--- config.mk ---
export PLATFORM = sky130hd
export DESIGN_NAME = fpu_dispatch_arb_flat
export DESIGN_NICKNAME = d
export VERILOG_FILES = /design/src/rtl/fpu_dispatch_arb_if.sv /design/src/rtl/fpu_dispatch_arb.sv /design/src/flat_wrapper.sv
export SDC_FILE = /design/constraint.sdc
export NUM_CORES = 1
export LEC_CHECK = 0
export ABC_CLOCK_PERIOD_IN_PS = 4900
export BUFFER_PORTS_ARGS = -buffer_cell sky130_fd_sc_hd__buf_2
export CAP_MARGIN = 15
export CORE_AREA = 10 10 507 509
export DETAILED_ROUTE_END_ITERATION = 8
export DIE_AREA = 0 0 517 519
export GPL_TIMING_DRIVEN = 0
export MAX_ROUTING_LAYER = met4
export PLACE_DENSITY = 0.3
export SLEW_MARGIN = 20
export SYNTH_ARGS = -nofsm -noshare
export SYNTH_HDL_FRONTEND = slang
export SYNTH_SLANG_ARGS = --single-unit
--- constraint.sdc ---
create_clock -name clk -period 4.9 [get_ports clk]
set_clock_uncertainty 0.1 [all_clocks]
set_input_delay 0 -clock clk [delete_from_list [all_inputs] [get_ports clk]]
set_output_delay 0 -clock clk [all_outputs]
set_load 0.02 [all_outputs]
--- src/rtl/fpu_dispatch_arb_if.sv ---
// Bundle of the FPU dispatch/response handshake signals.
// The master side is the issue port, the sub-core model and the output sink.
// The slave side is fpu_dispatch_arb.
//   valid_in/ready_in/core_sel_in/tag_in/req_data_in : request from the issue port
//   core_valid/core_ready/core_tag/core_data         : request fan-out to sub-cores
//   rsp_valid/rsp_ready/rsp_tag/rsp_data             : per-core responses, core 0 in the LSBs
//   valid_out/ready_out/tag_out/data_out/core_out    : merged response stream
//   bad_sel                                          : sticky illegal-selector flag
interface fpu_dispatch_arb_if #(
  parameter int unsigned NUM_FPC = 3,
  parameter int unsigned TAGW    = 2,
  parameter int unsigned REQ_W   = 384,
  parameter int unsigned RSP_W   = 134
);
  localparam int unsigned SELW = (NUM_FPC > 1) ? $clog2(NUM_FPC) : 1;

  logic                     valid_in;
  logic                     ready_in;
  logic [SELW-1:0]          core_sel_in;
  logic [TAGW-1:0]          tag_in;
  logic [REQ_W-1:0]         req_data_in;

  logic [NUM_FPC-1:0]       core_valid;
  logic [NUM_FPC-1:0]       core_ready;
  logic [TAGW-1:0]          core_tag;
  logic [REQ_W-1:0]         core_data;

  logic [NUM_FPC-1:0]       rsp_valid;
  logic [NUM_FPC-1:0]       rsp_ready;
  logic [NUM_FPC*TAGW-1:0]  rsp_tag;
  logic [NUM_FPC*RSP_W-1:0] rsp_data;

  logic                     valid_out;
  logic                     ready_out;
  logic [TAGW-1:0]          tag_out;
  logic [RSP_W-1:0]         data_out;
  logic [SELW-1:0]          core_out;
  logic                     bad_sel;

  modport master (
    output valid_in, core_sel_in, tag_in, req_data_in,
    input  ready_in,
    input  core_valid, core_tag, core_data,
    output core_ready,
    output rsp_valid, rsp_tag, rsp_data,
    input  rsp_ready,
    input  valid_out, tag_out, data_out, core_out, bad_sel,
    output ready_out
  );

  modport slave (
    input  valid_in, core_sel_in, tag_in, req_data_in,
    output ready_in,
    output core_valid, core_tag, core_data,
    input  core_ready,
    input  rsp_valid, rsp_tag, rsp_data,
    output rsp_ready,
    output valid_out, tag_out, data_out, core_out, bad_sel,
    input  ready_out
  );
endinterface

--- src/rtl/fpu_dispatch_arb.sv ---
// Dispatch requests to one of NUM_FPC FP sub-cores and merge their responses
// onto one registered output. Completion is round-robin (ORDERED=0) or in issue
// order (ORDERED=1), where the issue order is tracked by a FIFO of core indices.
// Ports:
//   clk   : clock
//   reset : asynchronous, active-low reset
//   bus   : fpu_dispatch_arb_if slave (request, core, response and output channels)
module fpu_dispatch_arb #(
  parameter int unsigned NUM_FPC = 3,
  parameter int unsigned TAGW    = 2,
  parameter int unsigned REQ_W   = 384,
  parameter int unsigned RSP_W   = 134,
  parameter int unsigned ORDERED = 0,
  parameter int unsigned DEPTH   = 8
) (
  input  logic               clk,
  input  logic               reset,
  fpu_dispatch_arb_if.slave  bus
);
  localparam int unsigned SELW = (NUM_FPC > 1) ? $clog2(NUM_FPC) : 1;
  localparam int unsigned PTRW = $clog2(DEPTH);
  localparam int unsigned CNTW = PTRW + 1;

  logic [SELW-1:0]    r_ord_mem [DEPTH];
  logic [PTRW-1:0]    r_wr_ptr;
  logic [PTRW-1:0]    r_rd_ptr;
  logic [CNTW-1:0]    r_count;
  logic [SELW-1:0]    r_rr;
  logic               r_out_valid;
  logic [TAGW-1:0]    r_tag_out;
  logic [RSP_W-1:0]   r_data_out;
  logic [SELW-1:0]    r_core_out;
  logic               r_bad_sel;

  logic               w_sel_legal;
  logic               w_sel_ready;
  logic               w_ord_full;
  logic               w_ready_in;
  logic [NUM_FPC-1:0] w_core_valid;
  logic               w_push;
  logic               w_pop;
  logic               w_can_load;
  logic               w_grant_vld;
  logic [SELW-1:0]    w_grant;
  logic [SELW-1:0]    w_idx;
  logic [SELW-1:0]    w_head;
  logic [NUM_FPC-1:0] w_rsp_ready;
  logic               w_rsp_hs;
  logic [TAGW-1:0]    w_rsp_tag;
  logic [RSP_W-1:0]   w_rsp_data;

  assign w_sel_legal = (32'(bus.core_sel_in) < NUM_FPC);
  assign w_ord_full  = (ORDERED != 0) && (32'(r_count) == DEPTH);

  // Request fan-out; an out-of-range selector matches no core and is never accepted.
  always_comb begin : dispatch
    w_sel_ready  = 1'b0;
    w_core_valid = '0;
    for (int unsigned i = 0; i < NUM_FPC; i++) begin
      if (32'(bus.core_sel_in) == i) begin
        w_sel_ready     = bus.core_ready[i];
        w_core_valid[i] = bus.valid_in && !w_ord_full && reset;
      end
    end
  end

  assign w_ready_in = reset && w_sel_legal && w_sel_ready && !w_ord_full;
  assign w_push     = (ORDERED != 0) && bus.valid_in && w_ready_in;
  assign w_can_load = !r_out_valid || bus.ready_out;

  // Response grant: FIFO head in ordered mode, else first valid core at or after r_rr.
  always_comb begin : arbitrate
    w_grant_vld = 1'b0;
    w_grant     = '0;
    w_idx       = '0;
    w_head      = r_ord_mem[r_rd_ptr];
    if (ORDERED != 0) begin
      if ((r_count != '0) && bus.rsp_valid[w_head]) begin
        w_grant_vld = 1'b1;
        w_grant     = w_head;
      end
    end else begin
      for (int unsigned k = 0; k < NUM_FPC; k++) begin
        w_idx = SELW'((32'(r_rr) + k) % NUM_FPC);
        if (!w_grant_vld && bus.rsp_valid[w_idx]) begin
          w_grant_vld = 1'b1;
          w_grant     = w_idx;
        end
      end
    end
    w_rsp_ready = '0;
    if (w_grant_vld) w_rsp_ready[w_grant] = w_can_load;
  end

  assign w_rsp_hs   = w_grant_vld && w_can_load;
  assign w_pop      = (ORDERED != 0) && w_rsp_hs;
  assign w_rsp_tag  = bus.rsp_tag[32'(w_grant)*TAGW +: TAGW];
  assign w_rsp_data = bus.rsp_data[32'(w_grant)*RSP_W +: RSP_W];

  // Output register, round-robin pointer, order FIFO and sticky error flag.
  always_ff @(posedge clk or negedge reset) begin
    if (!reset) begin
      r_out_valid <= 1'b0;
      r_tag_out   <= '0;
      r_data_out  <= '0;
      r_core_out  <= '0;
      r_bad_sel   <= 1'b0;
      r_rr        <= '0;
      r_wr_ptr    <= '0;
      r_rd_ptr    <= '0;
      r_count     <= '0;
      for (int unsigned d = 0; d < DEPTH; d++) r_ord_mem[d] <= '0;
    end else begin
      if (w_rsp_hs) begin
        r_out_valid <= 1'b1;
        r_tag_out   <= w_rsp_tag;
        r_data_out  <= w_rsp_data;
        r_core_out  <= w_grant;
      end else if (bus.ready_out) begin
        r_out_valid <= 1'b0;
      end

      if (bus.valid_in && !w_sel_legal) r_bad_sel <= 1'b1;

      if ((ORDERED == 0) && w_rsp_hs)
        r_rr <= (32'(w_grant) == NUM_FPC - 1) ? '0 : w_grant + SELW'(1);

      if (w_push) begin
        r_ord_mem[r_wr_ptr] <= bus.core_sel_in;
        r_wr_ptr            <= r_wr_ptr + PTRW'(1);
      end
      if (w_pop) r_rd_ptr <= r_rd_ptr + PTRW'(1);

      case ({w_push, w_pop})
        2'b10:   r_count <= r_count + CNTW'(1);
        2'b01:   r_count <= r_count - CNTW'(1);
        default: r_count <= r_count;
      endcase
    end
  end

  assign bus.ready_in   = w_ready_in;
  assign bus.core_valid = w_core_valid;
  assign bus.core_tag   = bus.tag_in;
  assign bus.core_data  = REQ_W'(bus.req_data_in);
  assign bus.rsp_ready  = w_rsp_ready;
  assign bus.valid_out  = r_out_valid;
  assign bus.tag_out    = r_tag_out;
  assign bus.data_out   = r_data_out;
  assign bus.core_out   = r_core_out;
  assign bus.bad_sel    = r_bad_sel;
endmodule

--- src/flat_wrapper.sv ---
// flat-port wrapper written by rule: the top's interface ports become plain ports
module fpu_dispatch_arb_flat 
#(
  parameter int unsigned NUM_FPC = 3,
  parameter int unsigned TAGW    = 2,
  parameter int unsigned REQ_W   = 384,
  parameter int unsigned RSP_W   = 134,
  parameter int unsigned ORDERED = 0,
  parameter int unsigned DEPTH   = 8
)
  (clk, reset, bus_valid_in, bus_core_sel_in, bus_tag_in, bus_req_data_in, bus_ready_in, bus_core_valid, bus_core_tag, bus_core_data, bus_core_ready, bus_rsp_valid, bus_rsp_tag, bus_rsp_data, bus_rsp_ready, bus_valid_out, bus_tag_out, bus_data_out, bus_core_out, bus_bad_sel, bus_ready_out);
  fpu_dispatch_arb_if #(.NUM_FPC(NUM_FPC), .TAGW(TAGW), .REQ_W(REQ_W), .RSP_W(RSP_W)) bus_i ();
  input  logic clk;
  input  logic reset;
  input wire logic [$bits(bus_i.valid_in)-1:0] bus_valid_in;
  input wire logic [$bits(bus_i.core_sel_in)-1:0] bus_core_sel_in;
  input wire logic [$bits(bus_i.tag_in)-1:0] bus_tag_in;
  input wire logic [$bits(bus_i.req_data_in)-1:0] bus_req_data_in;
  output wire logic [$bits(bus_i.ready_in)-1:0] bus_ready_in;
  output wire logic [$bits(bus_i.core_valid)-1:0] bus_core_valid;
  output wire logic [$bits(bus_i.core_tag)-1:0] bus_core_tag;
  output wire logic [$bits(bus_i.core_data)-1:0] bus_core_data;
  input wire logic [$bits(bus_i.core_ready)-1:0] bus_core_ready;
  input wire logic [$bits(bus_i.rsp_valid)-1:0] bus_rsp_valid;
  input wire logic [$bits(bus_i.rsp_tag)-1:0] bus_rsp_tag;
  input wire logic [$bits(bus_i.rsp_data)-1:0] bus_rsp_data;
  output wire logic [$bits(bus_i.rsp_ready)-1:0] bus_rsp_ready;
  output wire logic [$bits(bus_i.valid_out)-1:0] bus_valid_out;
  output wire logic [$bits(bus_i.tag_out)-1:0] bus_tag_out;
  output wire logic [$bits(bus_i.data_out)-1:0] bus_data_out;
  output wire logic [$bits(bus_i.core_out)-1:0] bus_core_out;
  output wire logic [$bits(bus_i.bad_sel)-1:0] bus_bad_sel;
  input wire logic [$bits(bus_i.ready_out)-1:0] bus_ready_out;
  assign bus_i.valid_in = bus_valid_in;
  assign bus_i.core_sel_in = bus_core_sel_in;
  assign bus_i.tag_in = bus_tag_in;
  assign bus_i.req_data_in = bus_req_data_in;
  assign bus_ready_in = bus_i.ready_in;
  assign bus_core_valid = bus_i.core_valid;
  assign bus_core_tag = bus_i.core_tag;
  assign bus_core_data = bus_i.core_data;
  assign bus_i.core_ready = bus_core_ready;
  assign bus_i.rsp_valid = bus_rsp_valid;
  assign bus_i.rsp_tag = bus_rsp_tag;
  assign bus_i.rsp_data = bus_rsp_data;
  assign bus_rsp_ready = bus_i.rsp_ready;
  assign bus_valid_out = bus_i.valid_out;
  assign bus_tag_out = bus_i.tag_out;
  assign bus_data_out = bus_i.data_out;
  assign bus_core_out = bus_i.core_out;
  assign bus_bad_sel = bus_i.bad_sel;
  assign bus_i.ready_out = bus_ready_out;
  fpu_dispatch_arb #(.NUM_FPC(NUM_FPC), .TAGW(TAGW), .REQ_W(REQ_W), .RSP_W(RSP_W), .ORDERED(ORDERED), .DEPTH(DEPTH)) u_core (.clk(clk), .reset(reset), .bus(bus_i));
endmodule
# After elaboration in Yosys (flattened, before gate mapping)
# Cells that the tools add are included.
[classes] n_addsub=3 multipliers=1 n_div=3 order_cmp=6 n_eq_ne=3 shift=2 mux=24 n_bitwise=1 n_reduce_logical=15
[op_table] cell="variable part select 402 x 11 -> 134 bit" count=1
[op_table] cell="remainder unit 32 x 2 -> 32 bit, second input constant" count=2
[op_table] cell="remainder unit 2 x 2 -> 32 bit, second input constant" count=1
[op_table] cell="two-way mux 1 bit" count=15
[op_table] cell="less-than comparator 2 x 3 -> 1 bit, second input constant" count=4
[op_table] cell="multiplier 2 x 7 -> 9 bit, second input constant" count=1
[op_table] cell="logical AND 1 bit" count=8
[op_table] cell="two-way mux 2 bit" count=4
[op_table] cell="binary-select mux 1 bit (select 2 bit)" count=3
[op_table] cell="variable part select 6 x 4 -> 2 bit" count=1
[op_table] cell="== test 2 bit, second input constant" count=2
[op_table] cell="zero test 1 bit" count=4
[op_table] cell="adder 2 x 1 -> 3 bit, second input constant" count=1
[op_table] cell="adder 2 x 2 -> 3 bit, second input constant" count=1
[op_table] cell="bitwise AND 3 bit" count=1
[op_table] cell="two-way mux 3 bit" count=1
[op_table] cell="adder 2 x 1 -> 2 bit, second input constant" count=1
[op_table] cell="demux 1 bit (select 2 bit)" count=1
[op_table] cell="== test 2 x 1 -> 1 bit, second input constant" count=1
[op_table] cell="greater-or-equal comparator 2 x 1 -> 1 bit, second input constant" count=1
[op_table] cell="zero test 2 bit" count=1
[op_table] cell="less-than comparator 2 bit, second input constant" count=1
[op_table] cell="nonzero test 2 bit" count=1
[op_table] cell="logical OR 1 bit" count=1
[totals] reg_bits=142 inputBits=806 output_inout_bits=533 word_cells=64

# Logic depth before layout (Yosys ltp)
# Gate-level depths: netlist (run 1).
[logic_depth] depth_word=16 depth_mapped=11 depth_no_buf=7

# Worst setup path before layout (run 1)
# No wires, ideal clock.
[synth_timing] path_kind="register -> register" from="register u_core.r_rr[1]" to="register u_core.r_data_out[41], in the netlist u_core.bus.data_out[41]" setup_ns=0.080 arrival_ns=2.474 t_required_ns=4.720 setup_slack_ns=2.246 stages_incl_launch_ff=11 path_buffers=3 period_less_slack_ns=2.654 path_cell_list="dfrtp_1 -> inv_1 -> ha_1 -> mux2_4 -> a21bo_2 -> o221a_1 -> or3_1 -> clkbuf_1 -> buf_2 -> buf_6 -> o211ai_2"
[synth_between] elab_chain_cells=12 elab_cells_between_ends=24 cone_classes="2 x add/sub; 1 x mul; 3 x div; 1 x shift; 12 x mux; 5 x reduce/logical"
[synth_lines] element="start, declared" line="fpu_dispatch_arb.sv:28" rtl="logic [SELW-1:0] r_rr;"
[synth_lines] element="start signal, assigned" line="fpu_dispatch_arb.sv:126" rtl="r_rr <= (32'(w_grant) == NUM_FPC - 1) ? '0 : w_grant + SELW'(1);"
[synth_lines] element="parallel branches: the longest is 12 deep, another holds remainder unit 32 x 2 -> 32 bit"
[synth_lines] element="end signal, assigned" line="fpu_dispatch_arb.sv:117" rtl="r_data_out <= w_rsp_data;"
[synth_lines] element="end, declared" line="fpu_dispatch_arb.sv:31" rtl="logic [RSP_W-1:0] r_data_out;"
# Parallel ways; which one is timed is not known. The select of a mux whose other input is x is not followed.
# A chain may end at the register's enable or synchronous reset.

# Final worst setup path (run 1)
[layout_timing] from="register u_core.r_rr[1]" to="register u_core.r_data_out[21], in the netlist u_core.bus.data_out[21]"
# The elaborated chain is that of the path after synthesis.

==> summary.txt, run 1 <==
Slew @ Worst Pin: 1.01 ns
Antenna Violating Nets Remaining: 0
Initial core utilization: 4.77%
Cell Chain, Critical Path: inv_1 > ha_1 > mux2i_1 > mux2_2 > mux2i_1 > buf_2 > buf_12 > buf_2 > mux2i_1 > dlygate4sd3_1 > o211ai_2 > dlygate4sd3_1
Synth top area share: 30.1%
Routed wire length per instance: 26.1 um
Largest fanout on the critical path: 10
R2R setup slack: 0.34 ns
Area of the mapped netlist: 0.0118 mm^2
Final period util: 93.0%
Critical R2R Capture: u_core.bus.data_out[21]$_DFFE_PN0P_
Post-layout minimum cycle time: 4.56 ns
TritonCTS Sinks: 142
Critical register-to-register path startpoint: u_core.r_rr[1]$_DFFE_PN0P_
RSZ-0062 raised after global routing: no
Reg2reg path depth: 12
Most used cell, CP: mux2i_1
Fraction of registers with async set/reset: 100%
Largest net degree at the start of global routing: 62
Layout cells sized above 1: 59.8%
CTS buffer count: 17
Die Y-Extent: 519 um
GR Layer Usage met1: 11.2%
Max incr delay on CP: 0.59 ns
Rows: 183
Gpl congestion: 0.842
Dpl ws: 0.561 ns
Most frequent cells after synthesis: buf_4 (386), o211ai_1 (162), dfrtp_1 (142), mux2i_1 (142), nand2_1 (140)
Setup TNS: 0 ns
Worst rel slew slack: 32.7%
WHS Path Cells: 2
Maximum VDD drop: 0.294 mV
Die outline width: 517 um
Num ports: 1339
Cells after Synth: 1223
Total die area: 0.268 mm^2
Req. time, crit path: 5.23 ns
Final hold viol count: 0
Distinct cells, synth: 37
Top Usage Layer GRT: met2
Syn avg cell area: 9.65 um^2
Net count, final: 3349
Post-synth EDFFs: 0
Hold slack: 0.120 ns
Initial antenna violation count: 174
Later-pin clock latency in the skew report: 0.56 ns
Final setup vio count: 0
Top-count cell post-synth: buf_4
Vias: 15129
TritonRoute pass-1 iters: 6
Worst Setup Slack, final: 0.344 ns
Pwr Total: 14.5 mW
Port Buffers: 952
Worst Path Arrival: 4.88 ns
Cell taking the most area after synthesis: dfrtp_1
Hold Startpoint: bus_req_data_in[35]
Grt ovf: 0
Crit-path slowest cell: dlygate4sd3_1
Gr usage total: 11.2%
Met3 Use GR: 3.79%
Drt total wl: 153 mm
Area grow syn2layout: 111%
Max clock buf depth: 2
Clock Tree Root: clkbuf_16
Synth Flop Type: dfrtp_1
Synth Register Bits: 142
Post-route cell area: 0.0249 mm^2
Htree depth: 4
Crit start category: register
Syn_nets: 2033
Core box area: 0.247 mm^2
Hold EP: bus_core_data[35]
Yosys warns: 0
Detailed placement HPWL: 136 mm
Synth area leaders: dfrtp_1 (30%), buf_4 (25%), mux2i_1 (12%), o211ai_2 (12%), o211ai_1 (10%)
Clock Pin Slew Worst Setup and Hold Paths: 0.08 ns
DR DRC count: 0
Static leakage: 11.7 nW
GR Util met2: 20.9%
Initial DRC Count: 568
Slew Limit Fails: 0
Crit path capture type: register
Max Cap Viol: 0
F_max: 219 MHz
Vias in the first global route: 16477
Crit Path Category: reg -> reg
Worst Hold Class: in -> out
Via density: 2.58
Area after DPL: 0.0208 mm^2
Sequential-to-total area share from yosys stat: 30.1%
Status: finished clean
TritonCTS clock tree: yes
Pwr/cell area: 583 mW/mm^2
Global-route wire length before repair: 187 mm
[layout by cell type, fill, tap and decap left out, drive strengths merged, types with 2 or more instances in the layout]
master	n
o211ai	272
nand2b	2
nand3b	3
o21ai	2
nor3	4
a21o	2
mux2	2
dlygate4sd3	338
nor2	6
buf	1372
ha	4
nor3b	3
clkinv	4
inv	13
dfrtp	142
mux2i	142
nand2	140
a31o	2
clkinvlp	2
clkbuf	83
diode	74
[sequential cells by signal (all words and copies together), names as in the netlist]
| name | flops |
|---|---|
| u_core.bus.bad_sel | 1 |
| u_core.bus.core_out | 2 |
| u_core.bus.data_out | 134 |
| u_core.bus.tag_out | 2 |
| u_core.bus.valid_out | 1 |
| u_core.r_rr | 2 |
[layer usage]
metal | wire [um] | share of wire [%]
met1 | 55600 | 36
met4 | 2960 | 1.9
met2 | 81500 | 53
met3 | 13000 | 8.5
met5 | 0 | 0
[final cells by class]
class                           instances  area [um^2]
Antenna cell                           74          185
Buffer                                478         3370
Clock buffer                           18          429
Clock inverter                         14          121
Fill cell                           28746       222000
Inverter                                5         18.8
Multi-Input combinational cell        598         4890
Sequential cell                       142         3550
Tap cell                             3237         4050
Timing Repair Buffer                 1297         8310
[worst max-delay path, delay by kind of cell, from the launching register on]
kind / cells / cell delay (ns)
adders and majority gates: 1 / 0.30
AOI/OAI and AO/OA: 1 / 0.07
DFF: 1 / 0.42
muxes: 4 / 1.14
buffers and inverters: 6 / 2.34
[kinds of logic after synthesis]
group / synth area share, %
AOI/OAI and AO/OA: 23.0
adders and majority gates: 0.424
buffers and inverters: 28.6
DFF: 30.1
muxes: 12.3
and+or+nand+nor: 5.66
[how the worst max path moves through the flow]
stage / start / endpoint / slack (ns) / cells after the start
6_report: u_core.r_rr[1]$_DFFE_PN0P_ / u_core.bus.data_out[21]$_DFFE_PN0P_ / 0.34 / 12
5_1_grt: u_core.r_rr[0]$_DFFE_PN0P_ / u_core.bus.data_out[122]$_DFFE_PN0P_ / 0.01 / 12
4_1_cts: u_core.r_rr[1]$_DFFE_PN0P_ / u_core.bus.data_out[10]$_DFFE_PN0P_ / 0.03 / 11
3_5_place_dp: u_core.r_rr[0]$_DFFE_PN0P_ / u_core.bus.data_out[8]$_DFFE_PN0P_ / 0.56 / 11
3_3_place_gp: u_core.r_rr[1]$_DFFE_PN0P_ / u_core.bus.data_out[10]$_DFFE_PN0P_ / -1.41 / 9
2_1_floorplan: u_core.r_rr[1]$_DFFE_PN0P_ / u_core.bus.data_out[41]$_DFFE_PN0P_ / 2.25 / 10
[report_power, final]
part,leakage [nW],internal [mW],switching [mW]
clock network,0.267,0.667,0.851
registers,1.74,1.80,0.356
logic,9.70,4.47,6.39
[per-stage QoR]
stage          util [%]  std cells
4_1_cts            10.0       5789
2_1_floorplan         -       1223
5_1_grt            10.1       5857
6_report           10.1       5863
3_3_place_gp       8.33       5412
3_5_place_dp       8.40       5418
[timing repair]
item / 4_1_cts / 5_1_grt
gates resized for setup: 0 / 2
hold endpoints to repair: 280 / 0
setup endpoints to repair: 0 / 3
setup buffers: 0 / 0
hold buffers: 339 / 0
No activity file was read; power rests on OpenSTA's default activity.
==> inputs of run 2 (changes only) <==
ABC_AREA = 1   (was not set)
CORE_AREA = 2 2 529 531   (was 10 10 507 509)
DIE_AREA = 0 0 531 533   (was 0 0 517 519)
==> run 2 against run 1 <==
Compared with the run above: global-route usage decreased by 1.2 points; sequential share of layout area decreased by 0.34 points; clock-buffer cell count increased by 6; worst setup slack improved by 0.13 ns; final cell count increased by 17%; wire length decreased by 6.5%; critical path type unchanged; largest cell class unchanged.
==> summary.txt, run 2 <==
Synth area leaders: dfrtp_1 (30%), buf_4 (26%), nand2_1 (14%), nand3_1 (9.4%), nor2_1 (9.2%) (was dfrtp_1 (30%), buf_4 (25%), mux2i_1 (12%), o211ai_2 (12%), o211ai_1 (10%))
Clock Pin Slew Worst Setup and Hold Paths: 0.11 ns (was 0.08 ns)
Htree depth: 4 (unchanged)
Crit path capture type: register (unchanged)
RSZ-0062 raised after global routing: no (unchanged)
Net count, final: 3864 (was 3349)
Synth Flop Type: dfrtp_1 (unchanged)
Area grow syn2layout: 117% (was 111%)
Gpl congestion: 0.913 (was 0.842)
Initial core utilization: 4.23% (was 4.77%)
Cells after Synth: 1742 (was 1223)
Max reg flops: 134 (unchanged)
Slew Limit Fails: 0 (unchanged)
Area after DPL: 0.0213 mm^2 (was 0.0208 mm^2)
Initial DRC Count: 846 (was 568)
Sequential-to-total area share from yosys stat: 30.2% (was 30.1%)
Later-pin clock latency in the skew report: 0.59 ns (was 0.56 ns)
Final setup vio count: 0 (unchanged)
Top-count cell post-synth: nand2_1 (was buf_4)
Syn_nets: 2552 (was 2033)
Area of the mapped netlist: 0.0118 mm^2 (about the same)
DR DRC count: 0 (unchanged)
Core box area: 0.278 mm^2 (was 0.247 mm^2)
Max clock buf depth: 3 (was 2)
Rows: 194 (was 183)
CTS buffer count: 21 (was 17)
Die outline width: 531 um (was 517 um)
Largest fanout on the critical path: 13 (was 10)
Die Y-Extent: 533 um (was 519 um)
Pwr/cell area: 753 mW/mm^2 (was 583 mW/mm^2)
Vias in the first global route: 17098 (was 16477)
TritonCTS clock tree: yes (unchanged)
Commonest non-fill, non-tap cell in the layout: buf_2 (unchanged)
Drt total wl: 143 mm (was 153 mm)
F_max: 226 MHz (was 219 MHz)
Clock Tree Root: clkbuf_16 (unchanged)
Worst Path Arrival: 4.83 ns (was 4.88 ns)
Most frequent cells after synthesis: nand2_1 (429), buf_4 (400), nor2_1 (288) (was buf_4 (386), o211ai_1 (162), dfrtp_1 (142), mux2i_1 (142), nand2_1 (140))
Syn avg cell area: 6.75 um^2 (was 9.65 um^2)
Final period util: 90.4% (was 93.0%)
Setup bufs post-CTS: 0 (unchanged)
Commonest non-fill, non-tap cells in the layout: buf_2 (999), nand2_1 (429), buf_4 (401) (was buf_2 (965), buf_4 (386), dlygate4sd3_1 (338))
Yosys warns: 0 (unchanged)
Via density: 2.49 (was 2.58)
Fraction of registers with async set/reset: 100% (unchanged)
Grt ovf: 0 (unchanged)
Pwr Total: 19.2 mW (was 14.5 mW)
Post-synth EDFFs: 0 (unchanged)
Final hold viol count: 0 (unchanged)
Status: finished clean (unchanged)
Crit start category: register (unchanged)
Synth Register Bits: 142 (unchanged)
TritonCTS Sinks: 142 (unchanged)
Post-route cell area: 0.0255 mm^2 (was 0.0249 mm^2)
Hold slack: 0.0558 ns (was 0.120 ns)
Req. time, crit path: 5.30 ns (was 5.23 ns)
Routed wire length per instance: 20.8 um (was 26.1 um)
Detailed placement HPWL: 123 mm (was 136 mm)
Maximum VDD drop: 0.334 mV (was 0.294 mV)
Gr usage total: 9.95% (was 11.2%)
Vias: 17139 (was 15129)
Worst Hold Class: in -> reg (was in -> out)
Port Buffers: 952 (unchanged)
TritonRoute pass-1 iters: 5 (was 6)
Initial antenna violation count: 125 (was 174)
Global-route wire length before repair: 175 mm (was 187 mm)
Antenna Violating Nets Remaining: 0 (unchanged)
Total die area: 0.283 mm^2 (was 0.268 mm^2)
Distinct cells, synth: 24 (was 37)
Static leakage: 12.1 nW (was 11.7 nW)
Cell taking the most area after synthesis: dfrtp_1 (unchanged)
Largest net degree at the start of global routing: 57 (was 62)
Slew @ Worst Pin: 1.04 ns (was 1.01 ns)
Max Cap Viol: 0 (unchanged)
Synth top area share: 30.2% (was 30.1%)
Post-layout minimum cycle time: 4.43 ns (was 4.56 ns)
Layout cells sized above 1: 47.9% (was 59.8%)
Worst rel slew slack: 30.4% (was 32.7%)
Num ports: 1339 (unchanged)
Crit Path Category: reg -> reg (unchanged)
## run 2: cell types whose count changed after synthesis, sizes merged, moves of 129 or more
cell    delta
mux2i    -142
nand3    +223
nand2    +292
nor2     +284
a21oi    +129
o211ai   -271
## run 2: kinds of logic after synthesis
family                   count (synthesis)  share of synthesized area (%)
adder cells (fa/ha/maj)                  4                          0.426
AND/OR/NAND/NOR                        952                           33.1
flip-flops                             142                           30.2
buffers and inverters                  507                           30.4
AO/OA/AOI/OAI                          137                           5.92
## run 2: layer usage
layer	vias up	wire [um]	global-route usage [%]
met4	0	6810	4.35
met1	7935	51000	10.1
met3	196	12200	2.78
li1	7896	-	-
met2	1112	73000	17.8
met5	-	0	-
## run 2: stage by stage
| stage | setup slack [ns] | cells | setup TNS [ns] | utilization [%] |
|---|---|---|---|---|
| floorplan | 2.78 | 1742 | 0 | - |
| global placement | -0.212 | 6418 | -0.496 | 7.62 |
| detailed placement | 0.308 | 6421 | 0 | 7.66 |
| CTS | 0.0385 | 6788 | 0 | 9.11 |
| global route | 0.0566 | 6855 | 0 | 9.17 |
| finish | 0.470 | 6874 | 0 | 9.19 |
## run 2: power by group
part | total, mW | internal [mW] | leakage (nW) | switching, mW
logic | 15.2 | 5.42 | 10.1 | 9.82
clock network | 1.77 | 0.929 | 0.324 | 0.845
registers | 2.20 | 1.86 | 1.62 | 0.338
## run 2: cell type report
class | count | area [um^2]
antenna | 86 | 215
buffer | 489 | 3520
clock buffer | 24 | 557
clock inverter | 9 | 108
fill | 32793 | 252000
inverter | 18 | 67.6
multi-input combinational | 1093 | 4650
sequential | 142 | 3550
tap | 3724 | 4660
timing repair buffer | 1289 | 8210
## run 2: worst paths after layout
check                                                   startpoint  slack [ns]                              endpoint  depth (start not counted)
worst min-delay path                             bus_rsp_data[354]        0.06   u_core.bus.data_out[86]$_DFFE_PN0P_                          5
worst max register to register          u_core.r_rr[0]$_DFFE_PN0P_        0.47  u_core.bus.data_out[129]$_DFFE_PN0P_                         14
worst max-delay path                    u_core.r_rr[0]$_DFFE_PN0P_        0.47  u_core.bus.data_out[129]$_DFFE_PN0P_                         14
max in group asynchronous                                    reset        3.45   u_core.bus.data_out[75]$_DFFE_PN0P_                          5
worst min register to register  u_core.bus.core_out[0]$_DFFE_PN0P_        0.38    u_core.bus.core_out[0]$_DFFE_PN0P_                          2
min in group asynchronous                                    reset        0.46   u_core.bus.data_out[98]$_DFFE_PN0P_                          4
## run 2: worst max-delay path: stages, from the launching register on
cell	delay, ns
dfrtp_1	0.39
inv_1	0.09
ha_1	0.40
inv_2	0.11
nand3_1	0.09
nand2_1	0.10
nand4_1	0.21
buf_2	0.74
buf_2	0.42
nand3_1	0.25
nand2_1	0.12
dlygate4sd3_1	0.54
nand2_1	0.05
a21oi_1	0.13
dlygate4sd3_1	0.55
## run 2: what timing repair did
action,CTS,global route
endpoints found under the hold margin,243,0
hold buffers,334,0
resized for setup,1,2
endpoints found under the setup margin,1,13
